$ cat src/rtl/mem_arb_pkg.sv
// Shared types and constants for the two-port memory request arbiter.
// Request/response message layouts, requester ids and the order-queue entry.
package mem_arb_pkg;

    typedef logic [0:0] arb_id_t;

    localparam arb_id_t ARB_ID_REQ0 = 1'b0;
    localparam arb_id_t ARB_ID_REQ1 = 1'b1;

    typedef struct packed {
        arb_id_t    id;
        logic [7:0] opaque;
    } arb_order_entry_t;

    typedef struct packed {
        logic [2:0]  msg_type;
        logic [7:0]  opaque;
        logic [31:0] addr;
        logic [1:0]  len;
        logic [31:0] data;
    } mem_req_4B_t;

    typedef struct packed {
        logic [2:0]  msg_type;
        logic [7:0]  opaque;
        logic [1:0]  test;
        logic [1:0]  len;
        logic [31:0] data;
    } mem_resp_4B_t;

    // The opaque field sent to memory carries only the requester id
    function automatic logic [7:0] id_to_opaque(arb_id_t id);
        return {7'b0, id};
    endfunction

endpackage

$ cat src/rtl/mem_req_arbiter_if.sv
// Handshake bundle for the arbiter: two requester streams, two response
// streams and the shared memory port. The slave modport is the arbiter's view.
interface mem_req_arbiter_if;
    import mem_arb_pkg::*;

    mem_req_4B_t  req0_msg;
    logic         req0_val;
    logic         req0_rdy;
    mem_req_4B_t  req1_msg;
    logic         req1_val;
    logic         req1_rdy;

    mem_resp_4B_t resp0_msg;
    logic         resp0_val;
    logic         resp0_rdy;
    mem_resp_4B_t resp1_msg;
    logic         resp1_val;
    logic         resp1_rdy;

    mem_req_4B_t  mem_req_msg;
    logic         mem_req_val;
    logic         mem_req_rdy;
    mem_resp_4B_t mem_resp_msg;
    logic         mem_resp_val;
    logic         mem_resp_rdy;

    modport slave (
        input  req0_msg, req0_val, output req0_rdy,
        input  req1_msg, req1_val, output req1_rdy,
        output resp0_msg, resp0_val, input resp0_rdy,
        output resp1_msg, resp1_val, input resp1_rdy,
        output mem_req_msg, mem_req_val, input mem_req_rdy,
        input  mem_resp_msg, mem_resp_val, output mem_resp_rdy
    );

    modport master (
        output req0_msg, req0_val, input req0_rdy,
        output req1_msg, req1_val, input req1_rdy,
        input  resp0_msg, resp0_val, output resp0_rdy,
        input  resp1_msg, resp1_val, output resp1_rdy,
        input  mem_req_msg, mem_req_val, output mem_req_rdy,
        output mem_resp_msg, mem_resp_val, input mem_resp_rdy
    );

endinterface

$ cat src/rtl/mem_arb_order_queue.sv
// Plain (non-bypass) FIFO recording which requester owns each in-flight
// memory request together with that request's original opaque field.
module mem_arb_order_queue
    import mem_arb_pkg::*;
#(
    parameter int p_depth = 4
) (
    input  logic                   clk,
    input  logic                   reset,
    input  logic                   push,
    input  arb_order_entry_t       push_data,
    input  logic                   pop,
    output logic                   full,
    output logic                   empty,
    output arb_order_entry_t       head,
    output logic [$clog2(p_depth):0] count
);

    localparam int AW = $clog2(p_depth);
    localparam logic [AW:0] FULL_CNT = (AW+1)'(p_depth);

    arb_order_entry_t storage [p_depth];
    logic [AW-1:0]    wr_ptr;
    logic [AW-1:0]    rd_ptr;
    logic             do_push;
    logic             do_pop;

    assign full    = (count == FULL_CNT);
    assign empty   = (count == '0);
    assign do_push = push & ~full;
    assign do_pop  = pop & ~empty;
    assign head    = storage[rd_ptr];

    // Entry storage needs no reset; occupancy is tracked by count
    always_ff @(posedge clk) begin
        if (do_push) begin
            storage[wr_ptr] <= push_data;
        end
    end

    // Pointers wrap naturally since the depth is a power of two
    always_ff @(posedge clk or negedge reset) begin
        if (!reset) begin
            wr_ptr <= '0;
            rd_ptr <= '0;
            count  <= '0;
        end else begin
            if (do_push) begin
                wr_ptr <= wr_ptr + 1'b1;
            end
            if (do_pop) begin
                rd_ptr <= rd_ptr + 1'b1;
            end
            case ({do_push, do_pop})
                2'b10:   count <= count + 1'b1;
                2'b01:   count <= count - 1'b1;
                default: count <= count;
            endcase
        end
    end

endmodule

$ cat src/rtl/mem_req_arbiter.sv
// Round-robin arbiter sharing one 4B memory port between instruction fetch
// (req0) and data access (req1). Grant order is queued so in-order memory
// responses are routed back to their issuer with the opaque field restored.
// Optional stall counters: define MEM_REQ_ARBITER_PERF_CNT_EN.
module mem_req_arbiter
    import mem_arb_pkg::*;
#(
    parameter int p_max_outstanding = 4
) (
    input  logic                             clk,
    input  logic                             reset,
    mem_req_arbiter_if.slave                 bus,
`ifdef MEM_REQ_ARBITER_PERF_CNT_EN
    output logic [31:0]                      stall_cnt0,
    output logic [31:0]                      stall_cnt1,
`endif
    output logic [$clog2(p_max_outstanding):0] num_outstanding
);

    logic             q_full;
    logic             q_empty;
    logic             q_push;
    logic             q_pop;
    arb_order_entry_t q_head;
    arb_order_entry_t q_push_entry;
    arb_id_t          prio_ptr;
    arb_id_t          winner;
    logic             any_val;
    logic             accept_ok;
    logic             head_rdy;
    mem_req_4B_t      win_msg;
    mem_resp_4B_t     resp_restored;

    // Requests are only offered while out of reset and the queue has room
    assign accept_ok = reset & ~q_full;

    // Winner is the sole valid requester, or the pointer's choice when both ask
    always_comb begin
        any_val = bus.req0_val | bus.req1_val;
        if (bus.req0_val && bus.req1_val) begin
            winner = prio_ptr;
        end else if (bus.req1_val) begin
            winner = ARB_ID_REQ1;
        end else begin
            winner = ARB_ID_REQ0;
        end
        win_msg = (winner == ARB_ID_REQ1) ? bus.req1_msg : bus.req0_msg;
    end

    // Forward the winner to memory with its id in place of the opaque field
    always_comb begin
        bus.mem_req_val        = any_val & accept_ok;
        bus.mem_req_msg        = win_msg;
        bus.mem_req_msg.opaque = id_to_opaque(winner);
        bus.req0_rdy           = (winner == ARB_ID_REQ0) & bus.mem_req_rdy & accept_ok;
        bus.req1_rdy           = (winner == ARB_ID_REQ1) & bus.mem_req_rdy & accept_ok;
        q_push                 = bus.mem_req_val & bus.mem_req_rdy;
        q_push_entry.id        = winner;
        q_push_entry.opaque    = win_msg.opaque;
    end

    // Route each memory response to the requester at the head of the queue
    always_comb begin
        head_rdy             = (q_head.id == ARB_ID_REQ1) ? bus.resp1_rdy : bus.resp0_rdy;
        resp_restored        = bus.mem_resp_msg;
        resp_restored.opaque = q_head.opaque;
        bus.resp0_msg        = resp_restored;
        bus.resp1_msg        = resp_restored;
        bus.resp0_val        = bus.mem_resp_val & ~q_empty & (q_head.id == ARB_ID_REQ0);
        bus.resp1_val        = bus.mem_resp_val & ~q_empty & (q_head.id == ARB_ID_REQ1);
        bus.mem_resp_rdy     = ~q_empty & head_rdy;
        q_pop                = bus.mem_resp_val & bus.mem_resp_rdy;
    end

    // Priority passes to the other requester only when a request is accepted
    always_ff @(posedge clk or negedge reset) begin
        if (!reset) begin
            prio_ptr <= ARB_ID_REQ0;
        end else if (q_push) begin
            prio_ptr <= ~winner;
        end
    end

    mem_arb_order_queue #(
        .p_depth (p_max_outstanding)
    ) u_order_q (
        .clk       (clk),
        .reset     (reset),
        .push      (q_push),
        .push_data (q_push_entry),
        .pop       (q_pop),
        .full      (q_full),
        .empty     (q_empty),
        .head      (q_head),
        .count     (num_outstanding)
    );

`ifdef MEM_REQ_ARBITER_PERF_CNT_EN
    // Count cycles each requester holds a valid request that is not taken
    always_ff @(posedge clk or negedge reset) begin
        if (!reset) begin
            stall_cnt0 <= '0;
            stall_cnt1 <= '0;
        end else begin
            if (bus.req0_val && !bus.req0_rdy) begin
                stall_cnt0 <= stall_cnt0 + 32'd1;
            end
            if (bus.req1_val && !bus.req1_rdy) begin
                stall_cnt1 <= stall_cnt1 + 32'd1;
            end
        end
    end
`endif

endmodule

$ cat src/flat_wrapper.sv
// flat-port wrapper written by rule: the top's interface ports become plain ports
module mem_req_arbiter_flat import mem_arb_pkg::*;
#(
    parameter int p_max_outstanding = 4
)
  (clk, reset, num_outstanding, bus_req0_msg, bus_req0_val, bus_req0_rdy, bus_req1_msg, bus_req1_val, bus_req1_rdy, bus_resp0_msg, bus_resp0_val, bus_resp0_rdy, bus_resp1_msg, bus_resp1_val, bus_resp1_rdy, bus_mem_req_msg, bus_mem_req_val, bus_mem_req_rdy, bus_mem_resp_msg, bus_mem_resp_val, bus_mem_resp_rdy);
  mem_req_arbiter_if bus_i ();
  input  logic clk;
  input  logic reset;
  output logic [$clog2(p_max_outstanding):0] num_outstanding;
  input wire logic [$bits(bus_i.req0_msg)-1:0] bus_req0_msg;
  input wire logic [$bits(bus_i.req0_val)-1:0] bus_req0_val;
  output wire logic [$bits(bus_i.req0_rdy)-1:0] bus_req0_rdy;
  input wire logic [$bits(bus_i.req1_msg)-1:0] bus_req1_msg;
  input wire logic [$bits(bus_i.req1_val)-1:0] bus_req1_val;
  output wire logic [$bits(bus_i.req1_rdy)-1:0] bus_req1_rdy;
  output wire logic [$bits(bus_i.resp0_msg)-1:0] bus_resp0_msg;
  output wire logic [$bits(bus_i.resp0_val)-1:0] bus_resp0_val;
  input wire logic [$bits(bus_i.resp0_rdy)-1:0] bus_resp0_rdy;
  output wire logic [$bits(bus_i.resp1_msg)-1:0] bus_resp1_msg;
  output wire logic [$bits(bus_i.resp1_val)-1:0] bus_resp1_val;
  input wire logic [$bits(bus_i.resp1_rdy)-1:0] bus_resp1_rdy;
  output wire logic [$bits(bus_i.mem_req_msg)-1:0] bus_mem_req_msg;
  output wire logic [$bits(bus_i.mem_req_val)-1:0] bus_mem_req_val;
  input wire logic [$bits(bus_i.mem_req_rdy)-1:0] bus_mem_req_rdy;
  input wire logic [$bits(bus_i.mem_resp_msg)-1:0] bus_mem_resp_msg;
  input wire logic [$bits(bus_i.mem_resp_val)-1:0] bus_mem_resp_val;
  output wire logic [$bits(bus_i.mem_resp_rdy)-1:0] bus_mem_resp_rdy;
  assign bus_i.req0_msg = bus_req0_msg;
  assign bus_i.req0_val = bus_req0_val;
  assign bus_req0_rdy = bus_i.req0_rdy;
  assign bus_i.req1_msg = bus_req1_msg;
  assign bus_i.req1_val = bus_req1_val;
  assign bus_req1_rdy = bus_i.req1_rdy;
  assign bus_resp0_msg = bus_i.resp0_msg;
  assign bus_resp0_val = bus_i.resp0_val;
  assign bus_i.resp0_rdy = bus_resp0_rdy;
  assign bus_resp1_msg = bus_i.resp1_msg;
  assign bus_resp1_val = bus_i.resp1_val;
  assign bus_i.resp1_rdy = bus_resp1_rdy;
  assign bus_mem_req_msg = bus_i.mem_req_msg;
  assign bus_mem_req_val = bus_i.mem_req_val;
  assign bus_i.mem_req_rdy = bus_mem_req_rdy;
  assign bus_i.mem_resp_msg = bus_mem_resp_msg;
  assign bus_i.mem_resp_val = bus_mem_resp_val;
  assign bus_mem_resp_rdy = bus_i.mem_resp_rdy;
  mem_req_arbiter #(.p_max_outstanding(p_max_outstanding)) u_core (.clk(clk), .reset(reset), .bus(bus_i), .num_outstanding(num_outstanding));
endmodule
$ cat config.mk
export PLATFORM = sky130hd
export DESIGN_NAME = mem_req_arbiter_flat
export DESIGN_NICKNAME = d
export VERILOG_FILES = /design/src/rtl/mem_arb_pkg.sv /design/src/rtl/mem_req_arbiter_if.sv /design/src/rtl/mem_arb_order_queue.sv /design/src/rtl/mem_req_arbiter.sv /design/src/flat_wrapper.sv
export SDC_FILE = /design/constraint.sdc
export NUM_CORES = 1
export LEC_CHECK = 0
export ABC_AREA = 1
export ABC_CLOCK_PERIOD_IN_PS = 6550
export CAP_MARGIN = 20
export CORE_AREA = 2 2 152 154
export DETAILED_ROUTE_END_ITERATION = 10
export DIE_AREA = 0 0 154 156
export PLACE_DENSITY = 0.6
export SLEW_MARGIN = 20
export SYNTH_ARGS = -nofsm -noshare
export SYNTH_HDL_FRONTEND = slang
export SYNTH_SLANG_ARGS = --single-unit
$ cat constraint.sdc
create_clock -name clk -period 6.55 [get_ports clk]
set_input_delay 0.655 -clock clk [delete_from_list [all_inputs] [get_ports clk]]
set_output_delay 0.655 -clock clk [all_outputs]
set_load 0.005 [all_outputs]
Yosys cells after proc, flatten, opt, wreduce, memory -nomap -nowiden --
Memory sizes are Yosys's and may differ from the RTL's. Cells that the tools add are included.
Cells by class: add/sub/neg operators 4, equal/unequal tests 3, muxes and demuxes 7, bitwise logic cells 19, reductions and logical operators 3
Operator list (number):
- $mux 77 | 1
- $and 1x1->1 | 14
- $pmux 3 s2 | 1
- $mux 1 | 5
- $add 2x1->2 const B | 2
- $not 1->1 | 4
- $add 3x1->3 const B | 1
- $eq 3x3->1 const B | 1
- $logic_not 3->1 | 1
- $sub 3x1->3 const B | 1
- $eq 2x1->1 const B | 1
- $eq 2x2->1 const B | 1
- $reduce_bool 2->1 | 1
- $logic_and 1x1->1 | 1
- $or 1x1->1 | 1
Storage, ports and cells: register bits after elaboration 8, memory bits (writable) 36, logic and storage cells 41, memories kept 1
Memory list:
- u_core.u_order_q.storage | words 4, bits a word 9, read ports 1, clocked after Yosys merged registers in 0, wr ports 1, line mem_arb_order_queue.sv:22 | arb_order_entry_t storage [p_depth];

Longest topological paths before layout --
Gate-level depths: netlist of run 1.
word-level depth 8, gate-level depth with buffers 14, mapped depth without buffers 13

Hierarchy --
Synthesis of run 1 repeated with hierarchy kept, for this count alone.
Second synthesis, totals: cell total of the unflattened synthesis 600, area total of the unflattened synthesis 4294.1 um2
By module, submodules not included:
- mem_req_arbiter | instances 1, cells an instance 434, area an instance 2298.5 um2, sequential area each 25.0 um2
- mem_arb_order_queue | instances 1, cells an instance 166, area an instance 1995.7 um2, sequential area each 1256.2 um2

Least setup slack after synthesis of run 1 --
Ideal clock, no wire load.
path type input-to-reg, start point in reset, end point reg u_core.u_order_q.count[2], library setup time 0.131 ns, data arrival time 1.992 ns, required time 6.419 ns, path slack 4.427 ns, stages on the path 10, path through o21ai_1 -> nor2_1 -> nand2_1 -> buf_2 -> ha_1 -> inv_1 -> fa_1 -> a21oi_1 -> o21ai_0 -> xor2_1
Between the ends: word-level cells in the longest chain between the ends 6, elaborated cells between the ends (all ways) 8, those cells by class eq/ne (2); mux (1); bitwise (4); reduce/logical (1)
Ends and longest elaborated chain:
- from (decl) | line flat_wrapper.sv:9 | input logic reset;
- $and 1x1->1 (*) | line mem_req_arbiter.sv:35 | assign accept_ok = reset & ~q_full;
- $and 1x1->1 (*) | line mem_req_arbiter.sv:52 | bus.mem_req_val = any_val & accept_ok;
- net bus_mem_req_val | line flat_wrapper.sv:24 | output wire logic [$bits(bus_i.mem_req_val)-1:0] bus_mem_req_val;
- $and 1x1->1 (*) | line mem_req_arbiter.sv:57 | q_push = bus.mem_req_val & bus.mem_req_rdy;
- $and 1x1->1 (*) | line mem_arb_order_queue.sv:30 | assign do_push = push & ~full;
- $eq 2x1->1 / $eq 2x2->1 (equally long branches) | line mem_arb_order_queue.sv:54 | case ({do_push, do_pop})
- $pmux 3 s2 / $reduce_bool 2->1 (equally long branches)
- to (signal assigned) | line mem_arb_order_queue.sv:55 | 2'b10: count <= count + 1'b1;
- to (signal assigned) | line mem_arb_order_queue.sv:56 | 2'b01: count <= count - 1'b1;
- to (signal assigned) | line mem_arb_order_queue.sv:57 | default: count <= count;
- to (decl) | line mem_arb_order_queue.sv:16 | output logic [$clog2(p_depth):0] count
The timed path passes the listed nets; every way through them passes the cells marked *. A chain may end at the register's enable or synchronous reset.

Worst setup path in the final report of run 1 --
start point in bus_req1_val, end point out bus_mem_req_msg[15]
Between the ends: word-level cells in the longest chain between the ends 3, elaborated cells between the ends (all ways) 4, those cells by class mux (3); reduce/logical (1)
Ends and longest elaborated chain:
- from (decl) | line flat_wrapper.sv:15 | input wire logic [$bits(bus_i.req1_val)-1:0] bus_req1_val;
- $mux 1 / $logic_and 1x1->1 (equally long branches) | line mem_req_arbiter.sv:42, mem_req_arbiter.sv:40
- $mux 1 (*) | line mem_req_arbiter.sv:40 | if (bus.req0_val && bus.req1_val) begin
- $mux 77 (*) | line mem_req_arbiter.sv:47 | win_msg = (winner == ARB_ID_REQ1) ? bus.req1_msg : bus.req0_msg;
- to (decl) | line flat_wrapper.sv:23 | output wire logic [$bits(bus_i.mem_req_msg)-1:0] bus_mem_req_msg;
Mark *: on every way between the ends. The rest lies on a longest branch, timed or not.

==> flow_summary.toml, run 1 <==
[status]
status = "finished, final reports clean"

[worst_setup_path]
worstPathRequired_ps = 5890
r2r-start = "u_core.u_order_q.rd_ptr[0]$_DFFE_PN0P_"
reg2reg_depth = 12
max_stage_delay_ps = 680
path_buf_inv = 4
start_kind = "primary input"
worstSetupPathType = "in -> out"
r2r_setup_slack_ps = 3630
crit_path_cell_trace = "clkdlybuf4s50_1, o21ai_4, inv_2, buf_4, nand2_1, nand2_1, clkdlybuf4s50_1"
crit_family = "buffers and inverters"
slowest_stage = "inv_2"
worstPathMaxFanout = 56
cp-end-kind = "primary output"
critPathArrivalTime_ps = 3160
crit-reg2reg-capture = "u_core.u_order_q.count[2]$_DFFE_PN0P_"

[global_routing]
grt_pass1_vias = 3389
grt_max_degree = 80
grt_pass1_wl_microns = 17600
grtUsageTotal_pct = 9.24
antenna_found_initial = 0
grt.overflow.total = 0

[sta]
worst_slack_ps = 2740
hold_violations = 0
maxSlewViolCount = 0
setup_viol = 0
slew_headroom_pct = 35.2
rsz0062_at_grt = "false"
min_period_over_period_pct = 58.2
period_needed_ps = 3810
fin_skew_ps = 4.31
tns_ps = 0
fmax_mhz = 262
worst_slew_pin_slew_ps = 972

[routing]
final_antenna_net_count = 0
drc = 0
dr.pass1.iters = 4
via_count = 3485
routed_wirelength_microns = 11700
first_iter_violations = 117
vias_per_cell = 3.66
wl_per_cell_microns = 12.3

[logic_synthesis]
netlist_instances = 512
synth_area_sq_mm = 0.00355
synth_seq_area_share_pct = 36.1
ys_ff_latch = 44
synth.area.top_cells = "edfxtp_1 30%, nand2_1 27%, buf_4 20%"
synth_top_cell_by_area = "edfxtp_1"
postSynthAreaPerCell_sq_um = 6.93
synth_top_cell_area_share_pct = 30.5
yosys.cell_types.count = 20
yosysWarnings = 0

[hold_path]
hold_depth = 1
hold_end = "u_core.u_order_q.count[0]$_DFFE_PN0P_"
hp-start = "u_core.u_order_q.count[0]$_DFFE_PN0P_"
min_path_type = "reg -> reg"

[job]
maxCapViolations = 0

[pwr]
p_leak_uw = 0.00251
power_density_mw_per_mm2 = 249
p_sw_share_pct = 34.7
p_clk_share_pct = 16.0
pwr-share-comb_pct = 56.3
peakVddDrop_mv = 0.100
internal_power_uw = 950
power_switching_uw = 505
pwr-share-seq_pct = 27.7

[finish]
layout-drive-gt1-share_pct = 1.80
multi_input_area_sq_mm = 0.00141
fill_cells = 2394
final_nets = 882
syn_to_final_growth_pct = 64.6
seq_area_sq_mm = 0.00128
diodes = 0

[clock_tree]
cts_tree = "yes"
cts.sinks = 44
cts_buffers = 5
post-cts-setup-buffers = 0
clock_tree.buffer_depth = 2
cts_hold_buffers = 0
h-tree-depth = 2
cts-root-buf = "clkbuf_16"
insertion_delay_ps = 280
clk_pin_slew_ps = 60
cts_resized = 0

[place]
dp_hpwl_microns = 9360
gp_congestion = 0.728
port_buffers = 256
place_ws_ps = 2720

[floorplanning]
initial_utilization_pct = 15.9
io_pins = 389
die_area_sq_mm = 0.0240
die_x_microns = 154
core_sq_mm = 0.0224
rows = 55
die_h_microns = 156
## final cells by class
| cell class | instances | share of cell area [%] |
|---|---|---|
| Sequential cell | 44 | 21.9 |
| Inverter | 20 | 1.29 |
| Clock buffer | 5 | 2.14 |
| Tap cell | 285 | 6.11 |
| Clock inverter | 2 | 0.214 |
| Timing Repair Buffer | 258 | 44.1 |
| Multi-Input combinational cell | 338 | 24.2 |
## routing by layer
layer	wire [microns]	up-vias	track usage, %
met3	1190	16	3.72
met1	4660	1474	10.3
met4	193	0	2.89
li1	-	1791	-
met2	5690	204	16.1
met5	0	-	0
## cell usage after synthesis
cell type,instances
o21ai_1,2
inv_2,2
nand3_1,9
ha_1,5
conb_1,1
a21oi_1,2
buf_4,95
inv_1,18
o21ai_0,18
o21ai_4,1
xnor2_1,1
edfxtp_1,36
clkbuf_1,12
nor2_1,28
o22ai_1,8
nand2_1,255
dfrtp_1,8
buf_2,9
xor2_1,1
fa_1,1
## power by group through the flow
stage / registers (uW) / logic, uW / clock network [uW]
3_3_place_gp: 409 / 831 / 0
3_5_place_dp: 409 / 836 / 0
6_report: 403 / 819 / 232
2_1_floorplan: 381 / 444 / 0
4_1_cts: 403 / 840 / 236
5_1_grt: 409 / 914 / 246
## worst max path at each step
stage / start / to / slack, ps / cells after the start
after floorplan: reset / u_core.u_order_q.count[2]$_DFFE_PN0P_ / 4430 / 10
after global placement: bus_req1_val / bus_mem_req_msg[15] / 2680 / 7
after detailed placement: bus_req1_val / bus_mem_req_msg[15] / 2720 / 7
after CTS: bus_req1_val / bus_mem_req_msg[15] / 2700 / 7
after global routing: bus_req1_val / bus_mem_req_msg[15] / 2520 / 7
final: bus_req1_val / bus_mem_req_msg[15] / 2740 / 7
## cells in the final DEF (no fill, tap or decap), drive strengths merged, types with 5 or more instances in the layout
cell type / count
o21ai: 21
clkdlybuf4s50: 256
clkbuf: 5
nand3: 9
ha: 5
nor2: 28
inv: 20
nand2: 255
conb: 7
edfxtp: 36
o22ai: 8
dfrtp: 8
## worst register-to-register path, stage by stage (launching register included)
cell and delay (ps):
dfrtp_1 730, inv_1 470, nand2_1 150, nand3_1 130, nand3_1 160, nand3_1 120
inv_1 70, ha_1 130, inv_1 70, fa_1 370, a21oi_1 140, o21ai_0 110
xor2_1 150
## cells by family (layout without fill, tap and decap cells)
family | count (synthesis) | after routing | share of synthesized area, %
AO/OA/AOI/OAI | 31 | 31 | 4.97
other | 1 | 7 | 0.106
adder cells (fa/ha/maj) | 6 | 6 | 2.33
flip-flops | 44 | 44 | 36.1
buffers and inverters | 136 | 285 | 24.8
XOR/XNOR | 2 | 2 | 0.494
AND/OR/NAND/NOR | 292 | 292 | 31.2
## state kept, by name (all words and copies together), names as in the netlist
signal	cells
u_core.prio_ptr	1
u_core.u_order_q.count	3
u_core.u_order_q.rd_ptr	2
u_core.u_order_q.storage	36
u_core.u_order_q.wr_ptr	2
## stage by stage
step | std cells | total power (uW) | hold slack, ps | area, sq um | util [%]
finish | 952 | 1450 | 512 | 5840 | 26.1
global route | 952 | 1570 | 535 | 5840 | 26.1
CTS | 952 | 1480 | 520 | 5840 | 26.1
detailed placement | 945 | 1240 | 505 | 5700 | 25.5
global placement | 945 | 1240 | 497 | 5700 | 25.5
floorplan | 518 | 825 | 359 | 3570 | -
(Power assumes the default switching activity.)
==> run 2: changes to the inputs <==
- ABC_CLOCK_PERIOD_IN_PS: 6550 -> 3600
- clock period: 6.55 -> 3.6 ns (I/O delays scaled with it)
==> run 2 against run 1 <==
Compared with the run above: total power grew 92%; setup slack lost 1900 ps; die area is the same; combinational power grew 92%; register-to-register slack lost 2700 ps; clock skew shrank 1.1 ps; via count grew 3.3%; routed wire length grew 4.0%; clock-buffer cell count is the same; first-iteration DRC count grew 41%; non-clock buffer count grew 10.
==> flow_summary.toml, run 2 (synthesized netlist as in run 1, its figures left out) <==
[worst_setup_path]
worstPathRequired_ps = 3240
path_buf_inv = 5
critPathArrivalTime_ps = 2450
slowest_stage = "clkdlybuf4s50_1"
max_stage_delay_ps = 530
crit_family = "buffers and inverters"
cp-end-kind = "primary output"
worstPathMaxFanout = 51
start_kind = "primary input"
crit_path_cell_trace = "clkdlybuf4s50_1, o21ai_4, buf_4, inv_2, buf_4, nand2_1, nand2_1, clkdlybuf4s50_1"
worstSetupPathType = "in -> out"

[finish]
final_common_cell = "clkdlybuf4s50_1"
layout_common_cells = "256 x clkdlybuf4s50_1, 255 x nand2_1, 36 x edfxtp_1"
reg.largest.list = "u_core.u_order_q.storage (36), u_core.u_order_q.count (3)"
final_nets = 892
diodes = 0
layout-drive-gt1-share_pct = 3.39
instances_no_fill = 963
fill_cells = 2382
largest_reg_flops = 36
syn_to_final_growth_pct = 68.0
largest-register = "u_core.u_order_q.storage"

[pwr]
peakVddDrop_mv = 0.207
p_sw_share_pct = 34.3
power_density_mw_per_mm2 = 469
p_clk_share_pct = 18.6
internal_power_uw = 1840
pwr-share-seq_pct = 25.3
p_leak_uw = 0.00258
power_switching_uw = 959
pwr-share-comb_pct = 56.1

[clock_tree]
cts-root-buf = "clkbuf_16"
clk_pin_slew_ps = 60
cts_resized = 0
cts_tree = "yes"
cts_hold_buffers = 0
cts.sinks = 44
h-tree-depth = 2
post-cts-setup-buffers = 0
insertion_delay_ps = 280
clock_tree.buffer_depth = 2
cts_buffers = 5

[global_routing]
grt_max_degree = 70
grt_pass1_wl_microns = 18000
grtUsageTotal_pct = 9.49
grt.overflow.total = 0
grt_pass1_vias = 3531
antenna_found_initial = 0

[floorplanning]
die_area_sq_mm = 0.0240
die_h_microns = 156
initial_utilization_pct = 15.9
core_sq_mm = 0.0224
io_pins = 389
rows = 55
die_x_microns = 154

[sta]
hold_violations = 0
worst_slack_ps = 791
tns_ps = 0
setup_viol = 0
fmax_mhz = 356
slew_headroom_pct = 65.5
maxSlewViolCount = 0
period_needed_ps = 2810
fin_skew_ps = 3.18
min_period_over_period_pct = 78.0
worst_slew_pin_slew_ps = 518
rsz0062_at_grt = "false"

[place]
place_ws_ps = 761
port_buffers = 256
place_inst = 955
gp_congestion = 0.716
dp_hpwl_microns = 9800

[status]
status = "finished, final reports clean"

[routing]
final_antenna_net_count = 0
first_iter_violations = 165
dr.pass1.iters = 4
vias_per_cell = 3.74
drc = 0
via_count = 3599
wl_per_cell_microns = 12.7
routed_wirelength_microns = 12200

[job]
maxCapViolations = 0

[hold_path]
min_path_type = "in -> async"
-- run 2: area by class of cell --
| cell class | instances | area, sq um | area share, % |
|---|---|---|---|
| well taps | 285 | 357 | 5.98 |
| clock inverters | 3 | 46.3 | 0.777 |
| repair buffers | 268 | 2670 | 44.7 |
| inverters | 20 | 75.1 | 1.26 |
| multi-input cells | 338 | 1410 | 23.7 |
| clock buffers | 5 | 125 | 2.10 |
| flip-flops and latches | 44 | 1280 | 21.5 |
-- run 2: final timing paths --
check,from,endpoint,slack [ps],cells after the start
min in group clk,u_core.u_order_q.count[0]$_DFFE_PN0P_,u_core.u_order_q.count[0]$_DFFE_PN0P_,520,1
max,bus_req1_val,bus_mem_req_msg[6],790,8
max in group asynchronous,reset,u_core.u_order_q.wr_ptr[0]$_DFFE_PN0P_,3110,2
min reg2reg,u_core.u_order_q.count[0]$_DFFE_PN0P_,u_core.u_order_q.count[0]$_DFFE_PN0P_,520,1
max reg2reg,u_core.u_order_q.rd_ptr[1]$_DFFE_PN0P_,u_core.u_order_q.count[2]$_DFFE_PN0P_,970,12
min,reset,u_core.u_order_q.count[1]$_DFFE_PN0P_,360,2
-- run 2: routing by layer --
metal  routed length (microns)  GRT usage [%]  vias up
li1                          -              -     1808
met5                         0              0        -
met4                       147           2.94        0
met1                      4730           10.0     1568
met3                      1180           3.67       13
met2                      6150           17.4      210
-- run 2: worst reg2reg max path, cell delays in order (launching register included) --
cell	delay (ps)
dfrtp_1	570
inv_1	270
nand3_1	220
nand2_1	110
nand2_1	110
nand3_1	100
inv_1	100
ha_1	150
inv_1	70
fa_1	370
a21oi_1	150
o21ai_0	120
xor2_1	160
-- run 2: per-stage QoR --
stage               cell area [sq um]  power, uW  hold WS (ps)  util [%]
finish                           5960       2790           356      26.6
global route                     5960       3010           367      26.6
CTS                              5960       2830           361      26.6
detailed placement               5790       2310           504      25.9
global placement                 5790       2290           490      25.9
floorplan                        3570       1500          64.4         -
-- run 2: power groups by stage --
stage               clock (uW)  combinational, uW  sequential (uW)
finish                     520               1570              708
global route               548               1740              717
CTS                        527               1590              709
detailed placement           0               1590              719
global placement             0               1570              715
floorplan                    0                807              694
